===== config.mk =====
export PLATFORM = sky130hd
export DESIGN_NAME = perm_round_iter
export DESIGN_NICKNAME = d
export VERILOG_FILES = /design/src/rtl/ascon_pkg.sv /design/src/rtl/perm_round_iter_add_layer.sv /design/src/rtl/perm_round_iter.sv
export SDC_FILE = /design/constraint.sdc
export NUM_CORES = 1
export LEC_CHECK = 0
export ABC_AREA = 1
export BUFFER_PORTS_ARGS = -buffer_cell sky130_fd_sc_hd__buf_2
export CAP_MARGIN = 20
export CORE_AREA = 4 4 505 507
export CTS_BUF_LIST = sky130_fd_sc_hd__clkbuf_8
export CTS_CLUSTER_SIZE = 25
export DETAILED_ROUTE_END_ITERATION = 8
export DIE_AREA = 0 0 509 511
export GPL_TIMING_DRIVEN = 0
export PLACE_DENSITY = 0.32
export RECOVER_POWER = 50
export SETUP_SLACK_MARGIN = 0.3
export SLEW_MARGIN = 0
export SYNTH_ARGS = -nofsm -noshare
export SYNTH_HDL_FRONTEND = slang
export SYNTH_SLANG_ARGS = --single-unit

===== constraint.sdc =====
create_clock -name clock -period 2.06 [get_ports clock]
set_clock_uncertainty 0.15 [all_clocks]
set_input_delay 0.412 -clock clock [delete_from_list [all_inputs] [get_ports clock]]
set_output_delay 0.412 -clock clock [all_outputs]
set_load 0.02 [all_outputs]

===== src/rtl/ascon_pkg.sv =====
// Shared Ascon types and constants used by the permutation round engine.
//   t_state_array   : 5 x 64-bit Ascon state, index [i] is word xi
//   t_perm_fsm      : handshake FSM states of the iterative round engine
//   ROUND_CONSTANTS : per-round constant added to x2[7:0], index = round index
//   round_const()   : table lookup that returns 0 for indices past the table
package ascon_pkg;

  typedef logic [4:0][63:0] t_state_array;

  localparam int unsigned NUM_ROUNDS_A = 12;
  localparam int unsigned NUM_ROUNDS_B = 6;
  localparam int unsigned NUM_ROUNDS_8 = 8;

  localparam logic [0:11][7:0] ROUND_CONSTANTS = {
    8'hF0, 8'hE1, 8'hD2, 8'hC3, 8'hB4, 8'hA5,
    8'h96, 8'h87, 8'h78, 8'h69, 8'h5A, 8'h4B
  };

  typedef enum logic [1:0] {
    IDLE,
    RUN,
    DONE
  } t_perm_fsm;

  function automatic logic [7:0] round_const(input int unsigned r);
    if (r < NUM_ROUNDS_A) begin
      return ROUND_CONSTANTS[r[3:0]];
    end
    return '0;
  endfunction

endpackage


===== src/rtl/perm_round_iter_add_layer.sv =====
// Round-constant addition layer of the Ascon permutation (combinational).
//   state_in  : state register contents
//   round_idx : current round index, selects the constant
//   state_out : state_in with the round constant XORed into x2[7:0]
module add_layer
  import ascon_pkg::*;
#(
  parameter int unsigned ROUND_W = 4
) (
  input  t_state_array         state_in,
  input  logic [ROUND_W-1:0]   round_idx,
  output t_state_array         state_out
);

  always_comb begin
    state_out       = state_in;
    state_out[2][7:0] = state_in[2][7:0] ^ round_const(32'(round_idx));
  end

endmodule


===== src/rtl/perm_round_iter.sv =====
// Iterative Ascon round engine: holds the 320-bit state, the round index and
// the start/result handshake. One round per clock through an external
// combinational substitution + diffusion loop.
//   clock, reset_n : rising-edge clock, asynchronous active-low reset
//   i_start        : start request, accepted only while o_ready=1
//   i_rounds       : round count (6, 8 or 12; anything else runs 12)
//   i_state        : initial state, sampled with i_start
//   o_ready        : engine idle
//   o_state_sbox   : state register with round constant added, to sub layer
//   i_state_diff   : diffusion layer output, captured every RUN cycle
//   o_round_idx    : current round index, holds its last value when idle
//   o_valid        : result available until accepted by i_out_ready
//   o_state        : permutation result (the state register)
module perm_round_iter
  import ascon_pkg::*;
#(
  parameter int unsigned MAX_ROUNDS = 12,
  parameter int unsigned ROUND_W    = 4
) (
  input  logic                clock,
  input  logic                reset_n,
  input  logic                i_start,
  input  logic [ROUND_W-1:0]  i_rounds,
  input  t_state_array        i_state,
  output logic                o_ready,
  output t_state_array        o_state_sbox,
  input  t_state_array        i_state_diff,
  output logic [ROUND_W-1:0]  o_round_idx,
  output logic                o_valid,
  input  logic                i_out_ready,
  output t_state_array        o_state
);

  localparam logic [ROUND_W-1:0] LAST_IDX = ROUND_W'(MAX_ROUNDS - 1);

  t_perm_fsm          fsm_q, fsm_d;
  t_state_array       state_q, state_d;
  logic [ROUND_W-1:0] idx_q, idx_d;
  logic [ROUND_W-1:0] nr;
  logic [ROUND_W-1:0] start_idx;

  // Unsupported round counts fall back to the full permutation.
  always_comb begin
    nr = ROUND_W'(MAX_ROUNDS);
    if (i_rounds == ROUND_W'(NUM_ROUNDS_B) ||
        i_rounds == ROUND_W'(NUM_ROUNDS_8) ||
        i_rounds == ROUND_W'(NUM_ROUNDS_A)) begin
      nr = i_rounds;
    end
    start_idx = ROUND_W'(MAX_ROUNDS) - nr;
  end

  always_ff @(posedge clock or negedge reset_n) begin
    if (!reset_n) begin
      fsm_q   <= IDLE;
      state_q <= '0;
      idx_q   <= '0;
    end else begin
      fsm_q   <= fsm_d;
      state_q <= state_d;
      idx_q   <= idx_d;
    end
  end

  always_comb begin
    fsm_d   = fsm_q;
    state_d = state_q;
    idx_d   = idx_q;
    o_ready = 1'b0;
    o_valid = 1'b0;
    unique case (fsm_q)
      IDLE: begin
        o_ready = 1'b1;
        if (i_start) begin
          state_d = i_state;
          idx_d   = start_idx;
          fsm_d   = RUN;
        end
      end
      RUN: begin
        state_d = i_state_diff;
        // Index saturates at the last round instead of wrapping.
        if (idx_q == LAST_IDX) begin
          fsm_d = DONE;
        end else begin
          idx_d = idx_q + ROUND_W'(1);
        end
      end
      DONE: begin
        o_valid = 1'b1;
        if (i_out_ready) begin
          fsm_d = IDLE;
        end
      end
      default: fsm_d = IDLE;
    endcase
  end

  add_layer #(
    .ROUND_W (ROUND_W)
  ) u_add_layer (
    .state_in  (state_q),
    .round_idx (idx_q),
    .state_out (o_state_sbox)
  );

  assign o_state     = state_q;
  assign o_round_idx = idx_q;

endmodule

==> flow_summary.toml, run 1 <==
[drt]
vias = 25590
drt-initial-drc-count = 1003
post_drt_via_cell_ratio = 3.265
dr.pass1.iters = 5
wl_um = 210000
drc = 0
avgRoutedWirePerCell_um = 26.79
final_antenna_net_count = 0

[synthesis]
synthTopCellsByArea = "dfrtp_1, buf_4, nand2_1"
async_flop_share_pct = 100.0
syn_area_per_cell_um2 = 8.568
synth.cell_area_um2 = 18200
synthesis.nets = 2774
ys_types = 26
synth_seq_cells = 326
synth_edf_count = 0
yosys.area.top_type = "dfrtp_1"
yosysSeqAreaShare_pct = 44.83
synth_commonest_cells = "nand2_1, buf_4, dfrtp_1"
syn_inst = 2124
yosysWarningCount = 0
yosys.area.top_type_share_pct = 44.83
synth_flop_cell = "dfrtp_1"
yosysMostFrequentCell = "nand2_1"

[placement]
port_buffers = 1293
pre_cts_slack_ps = -806.0
place_area_um2 = 29020
dp_hpwl_um = 166700
placedCellCount = 6770
gp_congestion = 0.9018

[power]
irDropWorstVdd_uv = 986.1
p_comb_share_pct = 74.3
p_sw_share_pct = 47.73
intPower_mw = 52.36
seq_power_share_pct = 16.5
pwr-share-clk_pct = 9.2
p_per_area_nw_per_um2 = 1928
power_mw = 100.2
power_leakage_nw = 23.81
p_switching_mw = 47.80

[grt]
grt_max_degree = 95
grt_pass1_wl_um = 256600
grt_pass1_vias = 26400
antenna_found_initial = 28
grt_util_all_layers_pct = 14.96
overflow = 0

[clocking]
worst_skew_pair.late_latency_ps = 770
clkTransAtPathRegs_ps = 60
htree_levels = 3
cts_tree = "built"
cts_made_buffers = 78
cts.sinks = 326
clock_path_buffers = 3
root_buffer = "clkbuf_8"

[die]
die_x_um = 509
start_util_pct = 7.265
core_area_um2 = 250500
die_y_um = 511
num_rows = 184
die_area_um2 = 260100
io_pins = 1294

[timing]
worstMarginPinSlew_ps = 1270
period_share_pct = 112.7
slew_viol_final = 0
finalHoldViolCount = 0
hold_slack_ps = 306.6
slew-limit-headroom_pct = 15.36
final-setup-viol-count = 384
grt_setup_unrepaired = "true"
setup_ws_ps = -262.4
fin_crit_ps = 2322
max_freq_mhz = 430.6
tns_ps = -26470

[setup_path]
worstPathArrival_ps = 1760
crit_required_ps = 1500
r2r_start = "fsm_q[1]"
path_class = "flop to primary output"
start_kind = "flop"
cp_max_fo = 5
cp-end-kind = "primary output"
startpoint = "o_round_idx[2]"

[outcome]
run_status = "finished with violations"
violations = "negative setup slack"

[final_layout]
seqCellArea_um2 = 8354
area_growth_pct = 185.5
fin_cells = 7838
finish.utilization_pct = 20.74
layout.nets = 5071
fillers = 27450
fin_area_um2 = 51950
drive_gt1_share_pct = 63.20
multi_input_area_um2 = 10360

[job]
max_cap_violations = 0

[worst_hold_path]
hold_class = "primary input to asynchronous set/reset pin"
## critical path, cell delays in order, from the launching register on
cell     delay, ps
dfrtp_1        400
buf_8          150
nand2_8         80
nand2_4         50
xor2_2         140
buf_6          170
## cell families (layout without fill, tap and decap cells)
family | Yosys count | after routing | share of synthesized area, %
AOI/OAI and AO/OA | 331 | 331 | 13.51
other | 1 | 16 | 0.02061
and+or+nand+nor | 982 | 984 | 22.67
buffers and inverters | 473 | 2822 | 18.40
DFF | 326 | 326 | 44.83
adders and majority gates | 2 | 2 | 0.1375
xor gates and xnor gates | 9 | 9 | 0.4332
## placed cells by master, fill, tap and decap left out, drive strengths merged
| cell | instances |
|---|---|
| diode | 15 |
| clkinvlp | 2 |
| xnor2 | 2 |
| ha | 2 |
| dfrtp | 326 |
| clkbuf | 135 |
| inv | 39 |
| nand2 | 650 |
| nand3 | 321 |
| bufinv | 10 |
| buf | 1978 |
| conb | 1 |
| nor2 | 6 |
| or2 | 6 |
| nand4 | 1 |
| xor2 | 7 |
| o211ai | 6 |
| a21oi | 1 |
| dlygate4sd3 | 649 |
| o21a | 314 |
| clkinv | 9 |
| o21ai | 9 |
| o22ai | 1 |
## layout make-up
class | instances | area share [%]
diodes | 15 | 0.07225
plain buffers | 454 | 10.93
clock buffers | 93 | 2.464
clock inverters | 41 | 0.8622
inverters | 19 | 0.1710
multi-input cells | 1327 | 19.94
flip-flops and latches | 326 | 16.08
well taps | 3348 | 8.063
repair buffers | 2215 | 41.41
## final timing paths
kind	end	slack, ps	depth (start not counted)
setup / recovery	o_state_sbox[133]	-260	5
hold / removal	o_state[9]	310	2
setup reg to reg	o_state[137]	-170	12
hold reg to reg	o_state[206]	390	1
max in group asynchronous	o_state[291]	90	3
min in group clock	o_state[128]	310	4
## power by group through the flow
stage               clock (mW)  combinational [mW]  sequential (mW)
finish                    9.20                74.4             16.6
global route              9.95                78.4             17.0
CTS                       9.82                57.5             15.6
detailed placement           0                46.0             15.3
global placement             0                46.1             15.3
floorplan                    0                19.7             16.3
## state kept, by name, indices dropped and copies added, names as in the netlist
name / flops
fsm_q: 2
o_round_idx: 4
o_state: 320
## what timing repair did
action                                  in CTS  in global routing
resized for setup                          828               2625
pin swaps                                   39                106
endpoints found under the setup margin     972                971
hold buffers                               649                  0
gates cloned                                27                 21
buffers inserted                            93                129
endpoints found under the hold margin      498                  0
## per-layer routing
metal	up-vias	GRT usage [%]	wire length, um
li1	11350	-	-
met5	-	0	66
met3	320	4.810	20140
met1	12570	17.28	80260
met4	10	6.040	9212
met2	1340	25.40	100300
(Power assumes the default switching activity.)
==> run 2, diff against run 1 <==
CAP_MARGIN = 5   (was 20)
CORE_AREA = 4 4 506 508   (was 4 4 505 507)
DIE_AREA = 0 0 510 512   (was 0 0 509 511)
==> run 2 against run 1 <==
  * The run still ends with negative setup slack left
  * Worst hold slack worse by 33 ps
  * Sequential share of layout area about the same
  * Wire length up 0.17%
  * Worst setup slack better by 8.4 ps
  * Clock-buffer cell count fell by 2
  * Total power shrank 0.69%
  * Fmax increased by 0.36%
  * Combinational power about the same
  * First-iteration DRC count up 2.8%
  * Largest cell class unchanged
==> flow_summary.toml, run 2 (synthesis gave the netlist of run 1 again) <==
[power]
p_comb_share_pct = 74.9
irDropWorstVdd_uv = 1044
power_mw = 99.47
p_switching_mw = 47.60
pwr-share-clk_pct = 8.7
intPower_mw = 51.87
p_per_area_nw_per_um2 = 1914
seq_power_share_pct = 16.3
power_leakage_nw = 23.87
p_sw_share_pct = 47.85

[timing]
slew_viol_final = 0
fin_crit_ps = 2314
finalHoldViolCount = 0
final-setup-viol-count = 471
setup_ws_ps = -254.0
worstMarginPinSlew_ps = 1189
grt_setup_unrepaired = "true"
max_freq_mhz = 432.1
period_share_pct = 112.3
slew-limit-headroom_pct = 20.75

[die]
die_x_um = 510
die_area_um2 = 261100
start_util_pct = 7.245
core_area_um2 = 251200
io_pins = 1294
num_rows = 184
die_y_um = 512

[drt]
drc = 0
dr.pass1.iters = 5
post_drt_via_cell_ratio = 3.219
drt-initial-drc-count = 1031
wl_um = 210300
vias = 25180
avgRoutedWirePerCell_um = 26.90
final_antenna_net_count = 0

[setup_path]
crit_required_ps = 2540
cp-end-kind = "flop"
worstPathArrival_ps = 2800
start_kind = "flop"
path_class = "flop to flop"
cp_max_fo = 7

[placement]
port_buffers = 1293
gp_congestion = 0.8818
dp_hpwl_um = 165800
place_area_um2 = 28990
pre_cts_slack_ps = -1344

[worst_hold_path]
hold_class = "primary input to flop"

[grt]
grt_util_all_layers_pct = 14.76
grt_pass1_vias = 26260
grt_pass1_wl_um = 253800
overflow = 0
antenna_found_initial = 30
grt_max_degree = 97

[final_layout]
area_growth_pct = 185.5
drive_gt1_share_pct = 63.09
seqCellArea_um2 = 8333
largest_reg_flops = 320
multi_input_area_um2 = 10620
layout_commonest_cell = "buf_6"
fillers = 27340
final_cell_mix = "buf_6, buf_2, dlygate4sd3_1, nand2_1, o21a_1"
layout.nets = 5054
fin_area_um2 = 51960

[job]
max_cap_violations = 0

[clocking]
cts_made_buffers = 76
root_buffer = "clkbuf_8"
htree_levels = 3
clock_path_buffers = 3
clkTransAtPathRegs_ps = 60
cts_tree = "built"
worst_skew_pair.late_latency_ps = 770
cts.sinks = 326

[outcome]
run_status = "finished with violations"
violations = "negative setup slack"
==> run 2: through the flow <==
stage | setup TNS (ps) | util, % | hold slack [ps] | cells
2_1_floorplan | 0 | - | -33.59 | 2124
3_3_place_gp | -2592620 | 11.50 | 354.2 | 6765
3_5_place_dp | -162140 | 11.54 | 323.2 | 6768
4_1_cts | -147000 | 16.78 | -75.05 | 7653
5_1_grt | -146660 | 20.68 | 184.6 | 7813
6_report | -55550 | 20.69 | 273.1 | 7820
==> run 2: cell type report <==
class,count,share of cell area [%]
clock inverters,42,0.7080
diodes,13,0.06261
repair buffers,2201,40.94
plain buffers,454,11.16
well taps,3348,8.062
clock buffers,91,2.410
flip-flops and latches,326,16.04
multi-input cells,1326,20.45
inverters,19,0.1710
==> run 2: power groups by stage <==
| stage | Combinational, mW | Sequential, mW | Clock (mW) |
|---|---|---|---|
| 2_1_floorplan | 19.7 | 16.3 | 0 |
| 3_3_place_gp | 46.0 | 15.0 | 0 |
| 3_5_place_dp | 45.9 | 15.0 | 0 |
| 4_1_cts | 57.4 | 15.2 | 9.25 |
| 5_1_grt | 79.0 | 16.8 | 9.43 |
| 6_report | 74.5 | 16.3 | 8.67 |
==> run 2: per-layer routing <==
metal	part of all wire, %	wire length [um]	up-vias	track usage (%)
met1	37	76950	12320	16.35
met3	11	23320	280	5.884
met5	0.019	41	-	0
met2	48	101300	1256	25.10
li1	-	-	11310	-
met4	4.1	8689	6	5.857
==> run 2: worst max-delay path: stages (launching register included) <==
cell,delay (ps)
dfrtp_1,360
buf_6,110
buf_6,80
buf_6,80
inv_4,30
nor2_4,160
buf_12,130
clkinv_8,60
nand2_8,90
buf_12,140
buf_16,160
buf_12,170
buf_6,110
buf_8,110
nand3_2,90
o21a_1,100
==> run 2: worst paths after layout <==
| path | depth (start not counted) | slack (ps) | to | startpoint |
|---|---|---|---|---|
| setup / recovery | 15 | -250 | o_state[308] | fsm_q[0] |
| hold / removal | 3 | 270 | fsm_q[1] | i_out_ready |
| setup reg to reg | 15 | -250 | o_state[308] | fsm_q[0] |
| hold reg to reg | 1 | 390 | o_state[53] | o_state[53] |
| max in group asynchronous | 3 | -90 | o_state[268] | reset_n |
| min in group asynchronous | 2 | 290 | o_state[242] | reset_n |
==> run 2: timing repair <==
action,4_1_cts,5_1_grt
hold buffers,648,0
gates resized for setup,890,2565
hold endpoints to repair,598,0
setup endpoints to repair,971,972
cloned,27,29
pin swaps,82,99
buffers inserted,77,125
==> run 3, diff against run 2 <==
ABC_AREA = default   (was 1)
CORE_AREA = 4 4 502 504   (was 4 4 506 508)
DIE_AREA = 0 0 506 508   (was 0 0 510 512)
==> run 3 against run 2 <==
  * Clock-buffer cell count fell by 6
  * Core utilization increased by 0.30 points
  * Final cell count down 3.3%
  * Largest power group unchanged
  * Total power increased by 1.1%
  * The flow finishes with violations (negative hold slack, max-capacitance violations, max-slew violations, negative setup slack)
  * Sequential power rose by 7%
  * Critical path type is now flop to primary output
  * Area after synthesis shrank 1.6%
  * Highest routed layer unchanged
==> flow_summary.toml, run 3 <==
[placement]
pre_cts_slack_ps = -942.4
dp_hpwl_um = 152600
gp_congestion = 0.9044
port_buffers = 1293

[clocking]
htree_levels = 3
cts_tree = "built"
cts.sinks = 326
root_buffer = "clkbuf_8"
worst_skew_pair.late_latency_ps = 790
cts_made_buffers = 76
clkTransAtPathRegs_ps = 50
clock_path_buffers = 3

[drt]
met3_length_um = 19260
post_drt_via_cell_ratio = 3.105
drt-initial-drc-count = 1139
avgRoutedWirePerCell_um = 25.17
top_layer_used = "met5"
vias = 23480
final_antenna_net_count = 0
wl_met2_um = 87390
dr.pass1.iters = 7
wl_met1_um = 77100
wl_um = 190300
drc = 0

[outcome]
run_status = "finished with violations"
violations = "negative hold slack, max-capacitance violations, max-slew violations, negative setup slack"

[synthesis]
async_flop_share_pct = 100.0
yosys-mux-area-fraction_pct = 18.14
synthTopCellsByArea = "dfrtp_1, mux2i_1, buf_4"
synth-xor-area-share_pct = 0.4401
yosys.area.top_type = "dfrtp_1"
synth.cell_area_um2 = 17910
syn_area_per_cell_um2 = 10.22
synthesis.nets = 2402
yosysMostFrequentCell = "dfrtp_1"
syn_inst = 1752
yosys.area.top_type_share_pct = 45.55
synth_fa_ha_area_share_pct = 0.1397
yosysWarningCount = 0
ys_types = 35
synth_seq_cells = 326
synth_compound_area_share_pct = 9.396
synth_flop_cell = "dfrtp_1"
synth_commonest_cells = "dfrtp_1, nand2_1, mux2i_1"
synthSimpleGateAreaFrac_pct = 7.370
yosysSeqAreaShare_pct = 45.55
synth_top_family_by_area = "buffers and inverters"
synth_edf_count = 0

[setup_path]
cp_max_fo = 7
slowest_delay_ps = 420
cp-end-kind = "primary output"
path_class = "flop to primary output"
crit_required_ps = 1500
cp_slowest_cell = "dfrtp_2"
path_cells = "buf_12 -> a21oi_4 -> xor2_2 -> buf_6"
start_kind = "flop"
worstPathArrival_ps = 1890

[timing]
fin_crit_ps = 2449
hold_slack_ps = -637.2
slew-limit-headroom_pct = -4.099
max_freq_mhz = 408.4
grt_setup_unrepaired = "true"
setup_ws_ps = -388.8
worstMarginPinSlew_ps = 1561
tns_ps = -47050
slew_viol_final = 90
finalHoldViolCount = 104
final-setup-viol-count = 448
period_share_pct = 118.9

[final_layout]
area_growth_pct = 190.3
largest_reg_flops = 320
drive_gt1_share_pct = 69.96
finish.utilization_pct = 20.99
final_cell_mix = "buf_6, buf_2, dlygate4sd3_1, o21ai_1, dfrtp_2"
layout.nets = 4811
layout_commonest_cell = "buf_6"

[grt]
grt_pass1_wl_um = 238400
antenna_found_initial = 27
grt_util_all_layers_pct = 13.92
grt_pass1_vias = 25210
overflow = 0
grt_max_degree = 97

[die]
die_area_um2 = 257000
core_area_um2 = 247700
die_x_um = 506
num_rows = 183
die_y_um = 508
io_pins = 1294
start_util_pct = 7.229

[power]
power_mw = 100.6
irDropWorstVdd_uv = 1047
power_leakage_nw = 23.13
p_per_area_nw_per_um2 = 1935

[worst_hold_path]
hold_class = "primary input to asynchronous set/reset pin"

[job]
max_cap_violations = 1
run 3: kinds of logic (layout without fill, tap and decap cells):
family / Yosys count / in the layout
buffers and inverters: 423 / 2882
and+or+nand+nor: 338 / 338
other: 1 / 21
adders and majority gates: 2 / 2
DFF: 326 / 326
muxes: 324 / 324
AOI/OAI and AO/OA: 329 / 329
xor gates and xnor gates: 9 / 9
run 3: timing repair:
item / CTS / global route
setup endpoints to repair: 971 / 972
endpoints found under the hold margin: 559 / 157
hold buffers: 646 / 1
gates resized for setup: 2061 / 1137
buffers inserted: 206 / 136
gates cloned: 28 / 19
pin swaps: 31 / 114
run 3: layer usage:
layer | vias to the layer above | track usage (%)
li1 | 10550 | -
met1 | 11480 | 17.04
met2 | 1211 | 22.64
met3 | 224 | 5.162
met5 | - | 0
met4 | 10 | 4.295
run 3: area by class of cell:
type                       instances  area [um^2]
clock buffer                      85         1170
antenna                           20        50.05
tap                             3330         4167
clock inverter                    43        444.2
buffer                           421         5320
inverter                           1        3.754
sequential                       326         8409
fill                           26700       195800
multi-input combinational       1003         9990
timing repair buffer            2332        22440
run 3: worst paths after layout:
path,cells past startpoint,end,from,slack (ps)
setup / recovery,4,o_state_sbox[133],o_round_idx[3],-390
hold / removal,1,o_state[124],reset_n,-640
setup reg to reg,12,o_state[308],fsm_q[0],-240
hold reg to reg,2,o_state[317],o_state[317],380
max in group asynchronous,3,o_state[313],reset_n,-60
min in group clock,4,o_state[126],i_state[126],290
run 3: critical path: cells and delay by family, from the launching register on:
family	cells	cell delay (ps)
flip-flops	1	420
XOR/XNOR	1	180
AO/OA/AOI/OAI	1	200
buffers and inverters	2	300
run 3: power breakdown:
part           internal, mW  switching (mW)  leakage (nW)
sequential             10.2            7.31          3.64
combinational          40.1            34.5          18.6
clock                  4.81            3.76         0.895
run 3: stage by stage:
| step | area [um^2] | cells |
|---|---|---|
| after floorplan | 17950 | 1752 |
| after global placement | 28590 | 6375 |
| after detailed placement | 28690 | 6378 |
| after CTS | 46940 | 7385 |
| after global routing | 51970 | 7551 |
| final | 51990 | 7561 |
